`config.mk`:
```
export PLATFORM = sky130hd
export DESIGN_NAME = lda_pipe
export DESIGN_NICKNAME = d
export VERILOG_FILES = /design/src/rtl/lda_pipe.sv
export SDC_FILE = /design/constraint.sdc
export NUM_CORES = 1
export LEC_CHECK = 0
export BUFFER_PORTS_ARGS = -buffer_cell sky130_fd_sc_hd__buf_2
export CORE_MARGIN = 4
export CORE_UTILIZATION = 60
export DETAILED_ROUTE_END_ITERATION = 8
export PLACE_DENSITY = 0.77
export SYNTH_ARGS = -nofsm -noshare
export SYNTH_HDL_FRONTEND = slang
export SYNTH_SLANG_ARGS = --single-unit
```
`constraint.sdc`:
```
create_clock -name clk -period 18.8 [get_ports clk]
set_input_delay 0.94 -clock clk [delete_from_list [all_inputs] [get_ports clk]]
set_output_delay 0.94 -clock clk [all_outputs]
set_load 0.05 [all_outputs]
```
`src/rtl/lda_pipe.sv`:
```
// Bresenham line engine: two endpoints in, one pixel per accepted cycle out on a valid/ready plot port.
// Define LDA_CLIP_EN to suppress pixels beyond XMAX/YMAX without stalling the traversal.
module lda_pipe #(
    parameter int XW   = 9,
    parameter int YW   = 8,
    parameter int CW   = 3,
    parameter int XMAX = 319,
    parameter int YMAX = 239
) (
    input  logic          clk,
    input  logic          resetn,
    input  logic          start,
    input  logic [XW-1:0] x0_in,
    input  logic [YW-1:0] y0_in,
    input  logic [XW-1:0] x1_in,
    input  logic [YW-1:0] y1_in,
    input  logic [CW-1:0] colour_in,
    output logic          plot,
    input  logic          plot_ready,
    output logic [XW-1:0] plot_x,
    output logic [YW-1:0] plot_y,
    output logic [CW-1:0] plot_colour,
    output logic          busy,
    output logic          done
);
    localparam int W  = (XW > YW) ? XW : YW;
    localparam int EW = W + 2;

    localparam logic [1:0] S_IDLE  = 2'd0;
    localparam logic [1:0] S_SETUP = 2'd1;
    localparam logic [1:0] S_DRAW  = 2'd2;
    localparam logic [1:0] S_DONE  = 2'd3;

    logic [1:0]           state;
    logic [W-1:0]         lx0, ly0, lx1, ly1;
    logic [CW-1:0]        col;
    logic [W-1:0]         x, y, xe;
    logic [W:0]           dx, dy;
    logic signed [EW-1:0] err;
    logic                 yneg, steep;

    // Setup datapath: fold octants into a shallow, left-to-right traversal.
    logic [W-1:0] dxa, dya, ax0, ay0, ax1, ay1, bx0, by0, bx1, by1;
    logic [W:0]   s_dx, s_dy;
    logic         s_steep, s_swap;

    always_comb begin
        dxa     = (lx1 >= lx0) ? lx1 - lx0 : lx0 - lx1;
        dya     = (ly1 >= ly0) ? ly1 - ly0 : ly0 - ly1;
        s_steep = dya > dxa;
        ax0     = s_steep ? ly0 : lx0;
        ay0     = s_steep ? lx0 : ly0;
        ax1     = s_steep ? ly1 : lx1;
        ay1     = s_steep ? lx1 : ly1;
        s_swap  = ax0 > ax1;
        bx0     = s_swap ? ax1 : ax0;
        by0     = s_swap ? ay1 : ay0;
        bx1     = s_swap ? ax0 : ax1;
        by1     = s_swap ? ay0 : ay1;
        s_dx    = {1'b0, bx1 - bx0};
        s_dy    = {1'b0, (by1 >= by0) ? by1 - by0 : by0 - by1};
    end

    logic [W-1:0]         px, py;
    logic                 vis, adv;
    logic signed [EW-1:0] err_n;

    always_comb begin
        px = steep ? y : x;
        py = steep ? x : y;
`ifdef LDA_CLIP_EN
        vis = (int'(px) <= XMAX) && (int'(py) <= YMAX);
`else
        vis = 1'b1;
`endif
        adv   = (state == S_DRAW) && (plot_ready || !vis);
        err_n = err + $signed({1'b0, dy});
    end

    assign plot        = (state == S_DRAW) && vis;
    assign plot_x      = px[XW-1:0];
    assign plot_y      = py[YW-1:0];
    assign plot_colour = col;
    assign busy        = (state == S_SETUP) || (state == S_DRAW);
    assign done        = (state == S_DONE);

    always_ff @(posedge clk or negedge resetn) begin
        if (!resetn) begin
            state <= S_IDLE;
            lx0   <= '0;
            ly0   <= '0;
            lx1   <= '0;
            ly1   <= '0;
            col   <= '0;
            x     <= '0;
            y     <= '0;
            xe    <= '0;
            dx    <= '0;
            dy    <= '0;
            err   <= '0;
            yneg  <= 1'b0;
            steep <= 1'b0;
        end else begin
            case (state)
                S_IDLE: if (start) begin
                    lx0   <= W'(x0_in);
                    ly0   <= W'(y0_in);
                    lx1   <= W'(x1_in);
                    ly1   <= W'(y1_in);
                    col   <= colour_in;
                    state <= S_SETUP;
                end
                S_SETUP: begin
                    steep <= s_steep;
                    x     <= bx0;
                    y     <= by0;
                    xe    <= bx1;
                    dx    <= s_dx;
                    dy    <= s_dy;
                    err   <= -$signed({1'b0, s_dx >> 1});
                    yneg  <= by0 > by1;
                    state <= S_DRAW;
                end
                S_DRAW: if (adv) begin
                    if (x == xe) begin
                        state <= S_DONE;
                    end else begin
                        x <= x + 1'b1;
                        if (err_n > 0) begin
                            err <= err_n - $signed({1'b0, dx});
                            y   <= yneg ? y - 1'b1 : y + 1'b1;
                        end else begin
                            err <= err_n;
                        end
                    end
                end
                default: if (!start) state <= S_IDLE;
            endcase
        end
    end
endmodule

```
==> results of run 1 <==
## worst max-delay path, delay by kind of cell, from the launching register on
kind,cells,cell delay [ns]
buffers and inverters,3,1.03
and+or+nand+nor,9,2.27
xor gates and xnor gates,1,0.15
DFF,1,0.46
AOI/OAI and AO/OA,22,5.22
adders and majority gates,4,1.47
muxes,4,1.61
## stage by stage
stage                     hold WS, ns  cells  setup slack [ns]  cell area [µm²]
after global placement          0.462   1391              7.25            10400
after CTS                       0.494   1407              6.72            10700
after detailed placement        0.477   1391              6.83            10400
final                           0.489   1407              6.46            10700
after floorplan                 0.443   1149              8.22             9950
after global routing            0.525   1407              5.50            10700
## per-layer routing
layer / vias to the layer above / GRT usage (%) / share of wire, %
li1: 4177 / - / -
met1: 4173 / 40.3 / 45
met2: 318 / 46.1 / 47
met3: 54 / 3.79 / 5.7
met4: 0 / 9.37 / 2.6
met5: - / 0 / 0
## flip-flops by register name, summed over array words and instances, names as in the netlist
register / cells
dy: 9
xe: 9
state: 2
y: 9
dx: 9
steep: 1
lx0: 9
ly1: 8
lx1: 9
yneg: 1
plot_colour: 3
ly0: 8
err: 11
x: 9
## how the worst max path moves through the flow
| stage | start | to | slack (ns) | cells past startpoint |
|---|---|---|---|---|
| final | lx0[1]$_DFFE_PN0P_ | dy[4]$_DFFE_PN0N_ | 6.46 | 43 |
| after global routing | lx0[1]$_DFFE_PN0P_ | dy[6]$_DFFE_PN0N_ | 5.50 | 44 |
| after CTS | lx0[1]$_DFFE_PN0P_ | dy[4]$_DFFE_PN0N_ | 6.72 | 44 |
| after detailed placement | lx0[1]$_DFFE_PN0P_ | dy[4]$_DFFE_PN0N_ | 6.83 | 43 |
| after global placement | lx0[1]$_DFFE_PN0P_ | dy[4]$_DFFE_PN0N_ | 7.25 | 44 |
| after floorplan | ly0[1]$_DFFE_PN0P_ | dy[4]$_DFFE_PN0N_ | 8.22 | 45 |
## cell type report
class                      count  area (µm²)
clock buffer                  10         229
clock inverter                 6        76.3
fill                        1335        5320
inverter                     105         394
multi-input combinational    901        6950
sequential                    97        2430
tap                          216         270
timing repair buffer          72         385
## placed cells by master, fill, tap and decap left out, types with 5 or more instances in the layout
cell	n
sky130_fd_sc_hd__o31ai_1	5
sky130_fd_sc_hd__and3_1	13
sky130_fd_sc_hd__a21o_1	24
sky130_fd_sc_hd__mux2_2	76
sky130_fd_sc_hd__a21oi_1	74
sky130_fd_sc_hd__o211ai_1	12
sky130_fd_sc_hd__nand2_1	100
sky130_fd_sc_hd__a21boi_0	13
sky130_fd_sc_hd__o21bai_1	11
sky130_fd_sc_hd__ha_1	98
sky130_fd_sc_hd__dfrtp_1	97
sky130_fd_sc_hd__nand2b_1	9
sky130_fd_sc_hd__inv_1	103
sky130_fd_sc_hd__nor3_1	16
sky130_fd_sc_hd__nand4_1	10
sky130_fd_sc_hd__and2_1	7
sky130_fd_sc_hd__nor2b_1	11
sky130_fd_sc_hd__buf_4	10
sky130_fd_sc_hd__mux2i_1	68
sky130_fd_sc_hd__a31oi_1	18
sky130_fd_sc_hd__xnor2_1	36
sky130_fd_sc_hd__xor2_1	28
sky130_fd_sc_hd__nand3_1	16
sky130_fd_sc_hd__clkbuf_16	9
sky130_fd_sc_hd__or3_1	6
sky130_fd_sc_hd__o21ai_0	72
sky130_fd_sc_hd__nor2_1	62
sky130_fd_sc_hd__a211oi_1	18
sky130_fd_sc_hd__fa_1	9
sky130_fd_sc_hd__buf_2	62
## cell families (layout without fill, tap and decap cells)
| family | Yosys count | count (layout) | synth area share (%) |
|---|---|---|---|
| XOR/XNOR | 64 | 64 | 5.63 |
| AND/OR/NAND/NOR | 277 | 277 | 13.7 |
| multiplexers | 144 | 144 | 15.4 |
| flip-flops | 97 | 97 | 24.4 |
| AO/OA/AOI/OAI | 303 | 303 | 20.3 |
| buffers and inverters | 151 | 193 | 5.85 |
| adder cells (fa/ha/maj) | 113 | 113 | 14.8 |
==> results.md, run 1 <==
* # IOs at 64
* Min cycle time layout at 12.34 ns
* Required time worst endpoint at 19.04 ns
* Antenna violations before repair at 0
* Register-to-Register Setup Slack at 6.46 ns
* Post-synth top cells: sky130_fd_sc_hd__inv_1 (103), sky130_fd_sc_hd__nand2_1 (100), sky130_fd_sc_hd__ha_1 (99)
* Final core utilization at 66.8%
* Top cells by area, synth: sky130_fd_sc_hd__dfrtp_1 (24%), sky130_fd_sc_hd__ha_1 (12%), sky130_fd_sc_hd__mux2_2 (8.6%)
* Total length of routed wires at 26300 µm
* Slowest cell delay on critical path at 0.74 ns
* Number of cells upsized or downsized after cts at 0
* Slew at the pin closest to its max-slew limit at 1.11 ns
* Clk slew on worst S/H paths at 0.07 ns
* Via Count at 8722
* Count of port buffers added during placement at 63
* TritonRoute pass-1 iters at 6
* Number of buffers inserted to repair setup after CTS at 0
* Detailed router's first-iteration violation count at 660
* Remaining global-route overflow at 0
* Cell with the biggest individual delay on the critical path: sky130_fd_sc_hd__nor2_1
* Worst path arrival time at 12.59 ns
* Synthesized instance count at 1149
* Nature of the critical path startpoint: register
* Pins over their slew limit at 0
* Count of cells along the worst hold path at 2
* Total of flip-flops plus latches after synthesis at 97
* Cells on worst reg2reg path at 43
* Clk sink count at 97
* Worst reg2reg endpoint: dy[4]$_DFFE_PN0N_
* Avg Cell Area, Syn at 8.66 µm²
* Placer's final routability congestion estimate at 1.03
* Largest fanout of any net on the critical path at 35
* Syn Std Cell Area at 9950 µm²
* Via count of the first global-routing pass at 8327
* Cell type with the highest occurrence count on the critical path: sky130_fd_sc_hd__o21ai_0
* Synth area leader: sky130_fd_sc_hd__dfrtp_1
* Unrepaired setup endpoints after global routing: false
* Core area at 16100 µm²
* Area share of the leading cell type in the synthesized netlist at 24.4%
* Count of yosys warnings during synthesis at 0
* First-pass GRT wire length at 42600 µm
* Clock latency at the later pin of the worst-skew pair at 0.36 ns
* Area growth, synth to finish at 7.84%
* ANT cells at 0
* Number of nets in the final layout at 1335
* Largest net degree at the start of global routing at 63
* Hold Violations, Final at 0
* Share of post-route cells with drive strength above 1 at 16.0%
* WL per Instance at 18.7 µm
* Class of the most critical hold timing path: register to register
* Initial Utilization at 62.0%
* Clock Tree Root: sky130_fd_sc_hd__clkbuf_16
* Sequential cell area fraction in the yosys report at 24.4%
* Category of the critical setup timing path: register to register
* Outcome: complete, no violations
* Standard-cell rows at 46
* Hold endpoint: err[3]$_DFFE_PN0P_
* Hold wc startpoint: err[3]$_DFFE_PN0P_
* Maximum clock insertion buffer count at 2
* Max Cap Viol at 0
* Overall die width at 137 µm
* Headroom to the max-slew limit at 25.9%
* Category of the worst setup path capture point: register
* Post-CTS Hold Fix Bufs at 0
* Total global routing track utilization at 28.7%
* Number of flops mapped to enable cells by yosys at 0
* Die area at 18700 µm²
* Die Y-Extent at 137 µm
* Distinct cells, synth at 81
* Endpoints failing setup at 0
* Worst clock skew at 0.0111 ns
* Final cycle utilization of the critical path at 65.7%
* Top flip-flop cell by instance count after synthesis: sky130_fd_sc_hd__dfrtp_1
* Worst flop-to-flop path startpoint: lx0[1]$_DFFE_PN0P_
* Number of nets with antenna violations after detailed routing at 0
* CTS Buf Count at 9
* Ratio of routed vias to standard cells at 6.20
* HPWL after detailed placement at 20500 µm
* Aggregate negative setup slack at 0 ns
* CTS tree: built
* Maximum operating frequency at 81.0 MHz
* Post-synthesis net count at 1298
* Most repeated cell in the gate-level netlist after synthesis: sky130_fd_sc_hd__inv_1
* Remaining DRCs at 0
* Post-synth ARST share at 100%
* Number of levels the H-tree was split into at 3
Power of run 1 is not shown: default switching activity piles up to over one toggle a cycle in this logic, so the estimate is an artifact.
==> run 2, diff against run 1 <==
--- a/config.mk
+++ b/config.mk
@@ -5,6 +5,7 @@
 export SDC_FILE = /design/constraint.sdc
 export NUM_CORES = 1
 export LEC_CHECK = 0
+export ABC_AREA = 1
 export BUFFER_PORTS_ARGS = -buffer_cell sky130_fd_sc_hd__buf_2
 export CORE_MARGIN = 4
 export CORE_UTILIZATION = 60
==> constraint.sdc (replaced) <==
create_clock -name clk -period 12.9 [get_ports clk]
set_input_delay 0.645 -clock clk [delete_from_list [all_inputs] [get_ports clk]]
set_output_delay 0.645 -clock clk [all_outputs]
set_load 0.05 [all_outputs]
==> results.md, run 2 <==
* Outcome: complete, no violations
* Core area at 15200 µm²
* Cell type with the highest occurrence count on the critical path: sky130_fd_sc_hd__nand2_1
* Most common cell after layout, fill and taps aside: sky130_fd_sc_hd__nand2_1
* Sequential cell area fraction in the yosys report at 26.1%
* Top flip-flop cell by instance count after synthesis: sky130_fd_sc_hd__dfrtp_1
* Top library cells by usage in the layout, fill and taps aside: sky130_fd_sc_hd__nand2_1 (288), sky130_fd_sc_hd__inv_1 (178), sky130_fd_sc_hd__o21ai_0 (135), sky130_fd_sc_hd__a21oi_1 (120), sky130_fd_sc_hd__nor2_1 (108)
* Die area at 17500 µm²
* Largest net degree at the start of global routing at 71
* Count of port buffers added during placement at 63
* Syn Std Cell Area at 9280 µm²
* Total of flip-flops plus latches after synthesis at 97
* Via Count at 8740
* Synth area leader: sky130_fd_sc_hd__dfrtp_1
* Layer with the highest usage: met2
* Number of nets in the final layout at 1509
* First-pass GRT wire length at 43100 µm
* Final cycle utilization of the critical path at 70.6%
* Total length of routed wires at 26400 µm
* HPWL after detailed placement at 21100 µm
* Placer's final routability congestion estimate at 0.943
* Initial Utilization at 61.1%
* CTS Buf Count at 9
* Ratio of routed vias to standard cells at 5.63
* Post-synthesis net count at 1476
* Nature of the critical path startpoint: register
* Sum of buffers and inverters on the critical path at 4
* Clk slew on worst S/H paths at 0.08 ns
* Clock latency at the later pin of the worst-skew pair at 0.37 ns
* Number of flops mapped to enable cells by yosys at 0
* Remaining DRCs at 0
* Distinct cells, synth at 52
* WL per Instance at 17.0 µm
* Max reg flops at 11
* Global routing met1 resource utilization at 41.1%
* Remaining global-route overflow at 0
* Category of the worst setup path capture point: register
* Largest fanout of any net on the critical path at 66
* Maximum operating frequency at 110 MHz
* Pins over their slew limit at 0
* Leakage power summed over all cells at 5.51 nW
* Clk sink count at 97
* Class of the most critical hold timing path: primary input to async pin
* Synthesized instance count at 1327
* CTS tree: built
* Number of nets with antenna violations after detailed routing at 0
* GR Util met3 at 2.98%
* Post-synth ARST share at 100%
* Maximum clock insertion buffer count at 2
* Avg Cell Area, Syn at 7.00 µm²
* Detailed router's first-iteration violation count at 800
* Clock Tree Root: sky130_fd_sc_hd__clkbuf_16
* TritonRoute pass-1 iters at 5
* Hold Violations, Final at 0
* Endpoints failing setup at 0
* Area share of the leading cell type in the synthesized netlist at 26.1%
* Post-synth top cells: sky130_fd_sc_hd__nand2_1 (289), sky130_fd_sc_hd__inv_1 (178), sky130_fd_sc_hd__o21ai_0 (135)
* Max Cap Viol at 0
* Antenna violations before repair at 0
* # IOs at 64
* Required time worst endpoint at 13.15 ns
* Met2 capacity usage during global routing at 52.0%
* Post-CTS Hold Fix Bufs at 0
* Slew at the pin closest to its max-slew limit at 1.04 ns
* Pwr dens at 68.8 nW/µm²
* Overall die width at 132 µm
* Top cells by area, synth: sky130_fd_sc_hd__dfrtp_1 (26%), sky130_fd_sc_hd__ha_1 (13%), sky130_fd_sc_hd__nand2_1 (12%)
* Min cycle time layout at 9.11 ns
* Post-route total power at 687 µW
* Share of post-route cells with drive strength above 1 at 10.6%
* VDD IR-drop max at 0.0000691 V
* Category of the critical setup timing path: register to register
* Area growth, synth to finish at 7.52%
* Total of fill cells in the finished design at 1398
* Number of cells upsized or downsized after cts at 0
* Aggregate negative setup slack at 0 ns
* Total global routing track utilization at 30.6%
* Count of yosys warnings during synthesis at 0
* Cell with the biggest individual delay on the critical path: sky130_fd_sc_hd__a21oi_1
* Number of buffers inserted to repair setup after CTS at 0
* Die Y-Extent at 132 µm
* Via count of the first global-routing pass at 8498
* Number of levels the H-tree was split into at 3
* Worst clock skew at 0.0139 ns
* Standard-cell rows at 45
* Unrepaired setup endpoints after global routing: false
* Headroom to the max-slew limit at 30.3%
* ANT cells at 0
* Slowest cell delay on critical path at 0.53 ns
* Kind of cell adding the most delay to the critical path: compound AO/OA/AOI/OAI gates
* Most repeated cell in the gate-level netlist after synthesis: sky130_fd_sc_hd__nand2_1
* Worst path arrival time at 9.36 ns
* Register with the most flip-flops: err
==> run 2: cell types whose count changed in the layout (fill, tap and decap cells not counted), sizes merged, moves of 12 or more <==
| cell | previous run | this run |
|---|---|---|
| nand2 | 100 | 313 |
| inv | 106 | 184 |
| a21oi | 76 | 122 |
| nor2 | 62 | 116 |
| nand3 | 16 | 60 |
| a211oi | 22 | 4 |
| a31oi | 20 | 7 |
| a21o | 25 | 4 |
| mux2 | 76 | 10 |
| xnor2 | 36 | 17 |
| a21boi | 13 | 1 |
| mux2i | 68 | 3 |
| o21ai | 76 | 140 |
| and3 | 13 | 0 |
==> run 2: cell type report <==
cell class / count / area [µm²] / area share, %
Clock buffer: 9 / 225 / 2.26
Clock inverter: 7 / 77.6 / 0.777
Inverter: 183 / 687 / 6.88
Multi-Input combinational cell: 1001 / 5970 / 59.9
Sequential cell: 97 / 2430 / 24.3
Tap cell: 188 / 235 / 2.36
Timing Repair Buffer: 68 / 355 / 3.56
==> run 2: metrics by stage <==
stage	instances	hold slack, ns	instance area, µm²	util (%)	setup WS (ns)
3_5_place_dp	1537	0.480	9680	63.7	3.89
4_1_cts	1553	0.226	9980	65.7	3.88
5_1_grt	1553	0.240	9980	65.7	2.95
3_3_place_gp	1537	0.470	9680	63.7	4.09
6_report	1553	0.206	9980	65.7	3.79
2_1_floorplan	1327	0.349	9280	-	4.35
==> run 2: final timing paths <==
| path | start | endpoint | slack [ns] | cells after the start |
|---|---|---|---|---|
| min in group clk | dy[2]$_DFFE_PN0N_ | dy[2]$_DFFE_PN0N_ | 0.50 | 2 |
| hold reg to reg | dy[2]$_DFFE_PN0N_ | dy[2]$_DFFE_PN0N_ | 0.50 | 2 |
| hold / removal | resetn | x[6]$_DFFE_PN0P_ | 0.21 | 1 |
| max in group asynchronous | resetn | plot_colour[2]$_DFFE_PN0P_ | 11.44 | 2 |
| setup reg to reg | lx0[2]$_DFFE_PN0P_ | dy[7]$_DFFE_PN0N_ | 3.79 | 43 |
| setup / recovery | lx0[2]$_DFFE_PN0P_ | dy[7]$_DFFE_PN0N_ | 3.79 | 43 |
==> run 2: per-layer routing <==
metal / share of wire, % / up-vias
li1: - / 4415
met1: 45 / 4040
met2: 48 / 247
met3: 4.8 / 38
met4: 2.6 / 0
met5: 0 / -
==> run 2: logic make-up after synthesis <==
kind of cell	after synthesis	synth area share (%)
xor+xnor	49	4.70
mux	13	1.54
simple gates	511	23.8
buf+inv	229	9.60
compound gates	320	18.9
flops	97	26.1
fa+ha+maj	108	15.3
==> run 2: worst register-to-register path, delay by kind of cell (launching register included) <==
family,cells,cell delay [ns]
buffers and inverters,4,0.59
AOI/OAI and AO/OA,14,3.22
xor gates and xnor gates,2,0.33
adders and majority gates,4,1.58
and+or+nand+nor,19,2.91
DFF,1,0.39
==> run 2: power by group <==
part	switching [mW]	internal, mW
sequential	0.00698	0.311
combinational	0.0577	0.0231
clock	0.135	0.153
Power figures use the tool's default switching activity.
==> run 3, diff against run 2 <==
==> constraint.sdc (replaced) <==
create_clock -name clk -period 8.8 [get_ports clk]
set_input_delay 0.44 -clock clk [delete_from_list [all_inputs] [get_ports clk]]
set_output_delay 0.44 -clock clk [all_outputs]
set_load 0.05 [all_outputs]
==> results.md, run 3 (synthesis gave the netlist of run 2 again) <==
* Unrepaired setup endpoints after global routing: false
* Ratio of routed vias to standard cells at 5.72
* Switching share of total power at 29.7%
* Count of port buffers added during placement at 63
* Max Cap Viol at 0
* Share of power burned in the clock network at 40.0%
* TritonRoute pass-1 iters at 5
* Leakage power summed over all cells at 5.55 nW
* Top library cells by usage in the layout, fill and taps aside: sky130_fd_sc_hd__nand2_1 (287), sky130_fd_sc_hd__inv_1 (178), sky130_fd_sc_hd__o21ai_0 (132), sky130_fd_sc_hd__a21oi_1 (120), sky130_fd_sc_hd__nor2_1 (108)
* Area taken by multi-input logic gates at 6040 µm²
* Class of the most critical hold timing path: primary input to async pin
* Worst clock skew at 0.00657 ns
* Worst path arrival time at 8.17 ns
* Total global routing track utilization at 30.9%
* Final cycle utilization of the critical path at 90.0%
* Category of the critical setup timing path: register to register
* VDD IR-drop max at 0.000103 V
* Clk sink count at 97
* Number of buffers inserted to repair setup after CTS at 0
* Slowest cell delay on critical path at 0.43 ns
* Die Y-Extent at 132 µm
* Standard-cell rows at 45
* Required time worst endpoint at 9.05 ns
* ANT cells at 0
* Worst reg2reg endpoint: dy[6]$_DFFE_PN0N_
* Number of levels the H-tree was split into at 3
* Internal portion of total power at 684 µW
* Hold Violations, Final at 0
* Slew at the pin closest to its max-slew limit at 1.04 ns
* Storage element area at 2430 µm²
* Remaining global-route overflow at 0
* Nature of the critical path startpoint: register
* Detailed router's first-iteration violation count at 678
* Antenna violations before repair at 0
* # IOs at 64
* Overall die width at 132 µm
* Aggregate negative setup slack at 0 ns
* Logic pwr share at 12.2%
* Core area at 15200 µm²
* Worst flop-to-flop path startpoint: lx0[2]$_DFFE_PN0P_
* CTS tree: built
* Maximum operating frequency at 126 MHz
* Part of the total power dissipated in sequential elements at 47.8%
* Max reg flops at 11
* Register with the most flip-flops: err
* Initial Utilization at 61.1%
* Cell with the biggest individual delay on the critical path: sky130_fd_sc_hd__ha_1
* Pins over their slew limit at 0
* Outcome: complete, no violations
* Largest fanout of any net on the critical path at 29
* Pwr dens at 96.5 nW/µm²
* Clock latency at the later pin of the worst-skew pair at 0.36 ns
* Endpoints failing setup at 0
* Most common cell after layout, fill and taps aside: sky130_fd_sc_hd__nand2_1
* Final core utilization at 66.3%
* Tightest hold margin at 0.0261 ns
* Category of the worst setup path capture point: register
* Critical path startpoint: lx0[2]$_DFFE_PN0P_
* Total of fill cells in the finished design at 1443
* Post-route total power at 972 µW
* Placer's final routability congestion estimate at 0.992
* Via count of the first global-routing pass at 8640
* Min cycle time layout at 7.92 ns
* WL per Instance at 17.2 µm
* Via Count at 8940
* Total length of routed wires at 27000 µm
* Cells on worst reg2reg path at 40
* Clk slew on worst S/H paths at 0.07 ns
* First-pass GRT wire length at 43600 µm
* Maximum clock insertion buffer count at 2
* Number of nets with antenna violations after detailed routing at 0
* Headroom to the max-slew limit at 30.8%
* HPWL after detailed placement at 21300 µm
* Switching power at 289 µW
* Remaining DRCs at 0
* Die area at 17500 µm²
* Area growth, synth to finish at 8.56%
* Number of nets in the final layout at 1519
* Share of post-route cells with drive strength above 1 at 11.6%
* Largest net degree at the start of global routing at 71
* CTS Buf Count at 9
* Register-to-Register Setup Slack at 0.88 ns
* Clock Tree Root: sky130_fd_sc_hd__clkbuf_16
==> run 3: changes by cell type in the layout (fill, tap and decap cells not counted), sizes merged <==
cell | previous run | this run
buf | 68 | 76
clkbuf | 9 | 11
inv | 184 | 182
nand2 | 313 | 315
bufinv | 1 | 0
clkinvlp | 1 | 2
==> run 3: power by group through the flow <==
stage | Sequential [mW] | Clock (mW) | Combinational (mW)
after global routing | 0.467 | 0.409 | 0.132
after floorplan | 0.472 | 0 | 0.0796
after CTS | 0.465 | 0.390 | 0.120
final | 0.465 | 0.389 | 0.119
after detailed placement | 0.474 | 0 | 0.120
after global placement | 0.474 | 0 | 0.118
==> run 3: critical path: cells and delay by family (launching register included) <==
kind            cells  cell delay [ns]
compound gates     13             2.77
xor+xnor            2             0.34
fa+ha+maj           4             1.45
buf+inv             3             0.39
flops               1             0.39
simple gates       18             2.47
==> run 3: worst max path at each step <==
stage	endpoint	cells after the start
final	dy[6]$_DFFE_PN0N_	40
after global routing	dy[7]$_DFFE_PN0N_	45
after global placement	dy[7]$_DFFE_PN0N_	43
after detailed placement	dy[7]$_DFFE_PN0N_	43
after floorplan	dy[7]$_DFFE_PN0N_	51
after CTS	dy[7]$_DFFE_PN0N_	43
==> run 3: metal layers <==
metal | track usage, % | vias to the layer above | part of all wire [%]
li1 | - | 4438 | -
met1 | 39.5 | 4124 | 43
met2 | 52.9 | 306 | 48
met3 | 3.55 | 72 | 5.4
met4 | 13.5 | 0 | 4.1
met5 | 0 | - | 0
==> run 3: layout make-up <==
cell class                      instances  area share [%]
Multi-Input combinational cell       1003            59.9
Sequential cell                        97            24.1
Inverter                              183            6.82
Timing Repair Buffer                   76            4.12
Tap cell                              188            2.33
Clock buffer                           11            2.31
Clock inverter                          5           0.410
==> run 3: through the flow <==
stage / area [µm²] / worst slack [ns] / std cells
floorplan: 9280 / 0.246 / 1327
global placement: 9740 / 0.606 / 1545
detailed placement: 9740 / 0.328 / 1545
CTS: 10000 / 0.301 / 1561
global route: 10100 / 0.0562 / 1563
finish: 10100 / 0.879 / 1563
==> run 3: what timing repair did <==
| action | 4_1_cts | 5_1_grt |
|---|---|---|
| gates resized for setup | 0 | 11 |
| hold buffers | 0 | 0 |
| setup endpoints to repair | 0 | 10 |
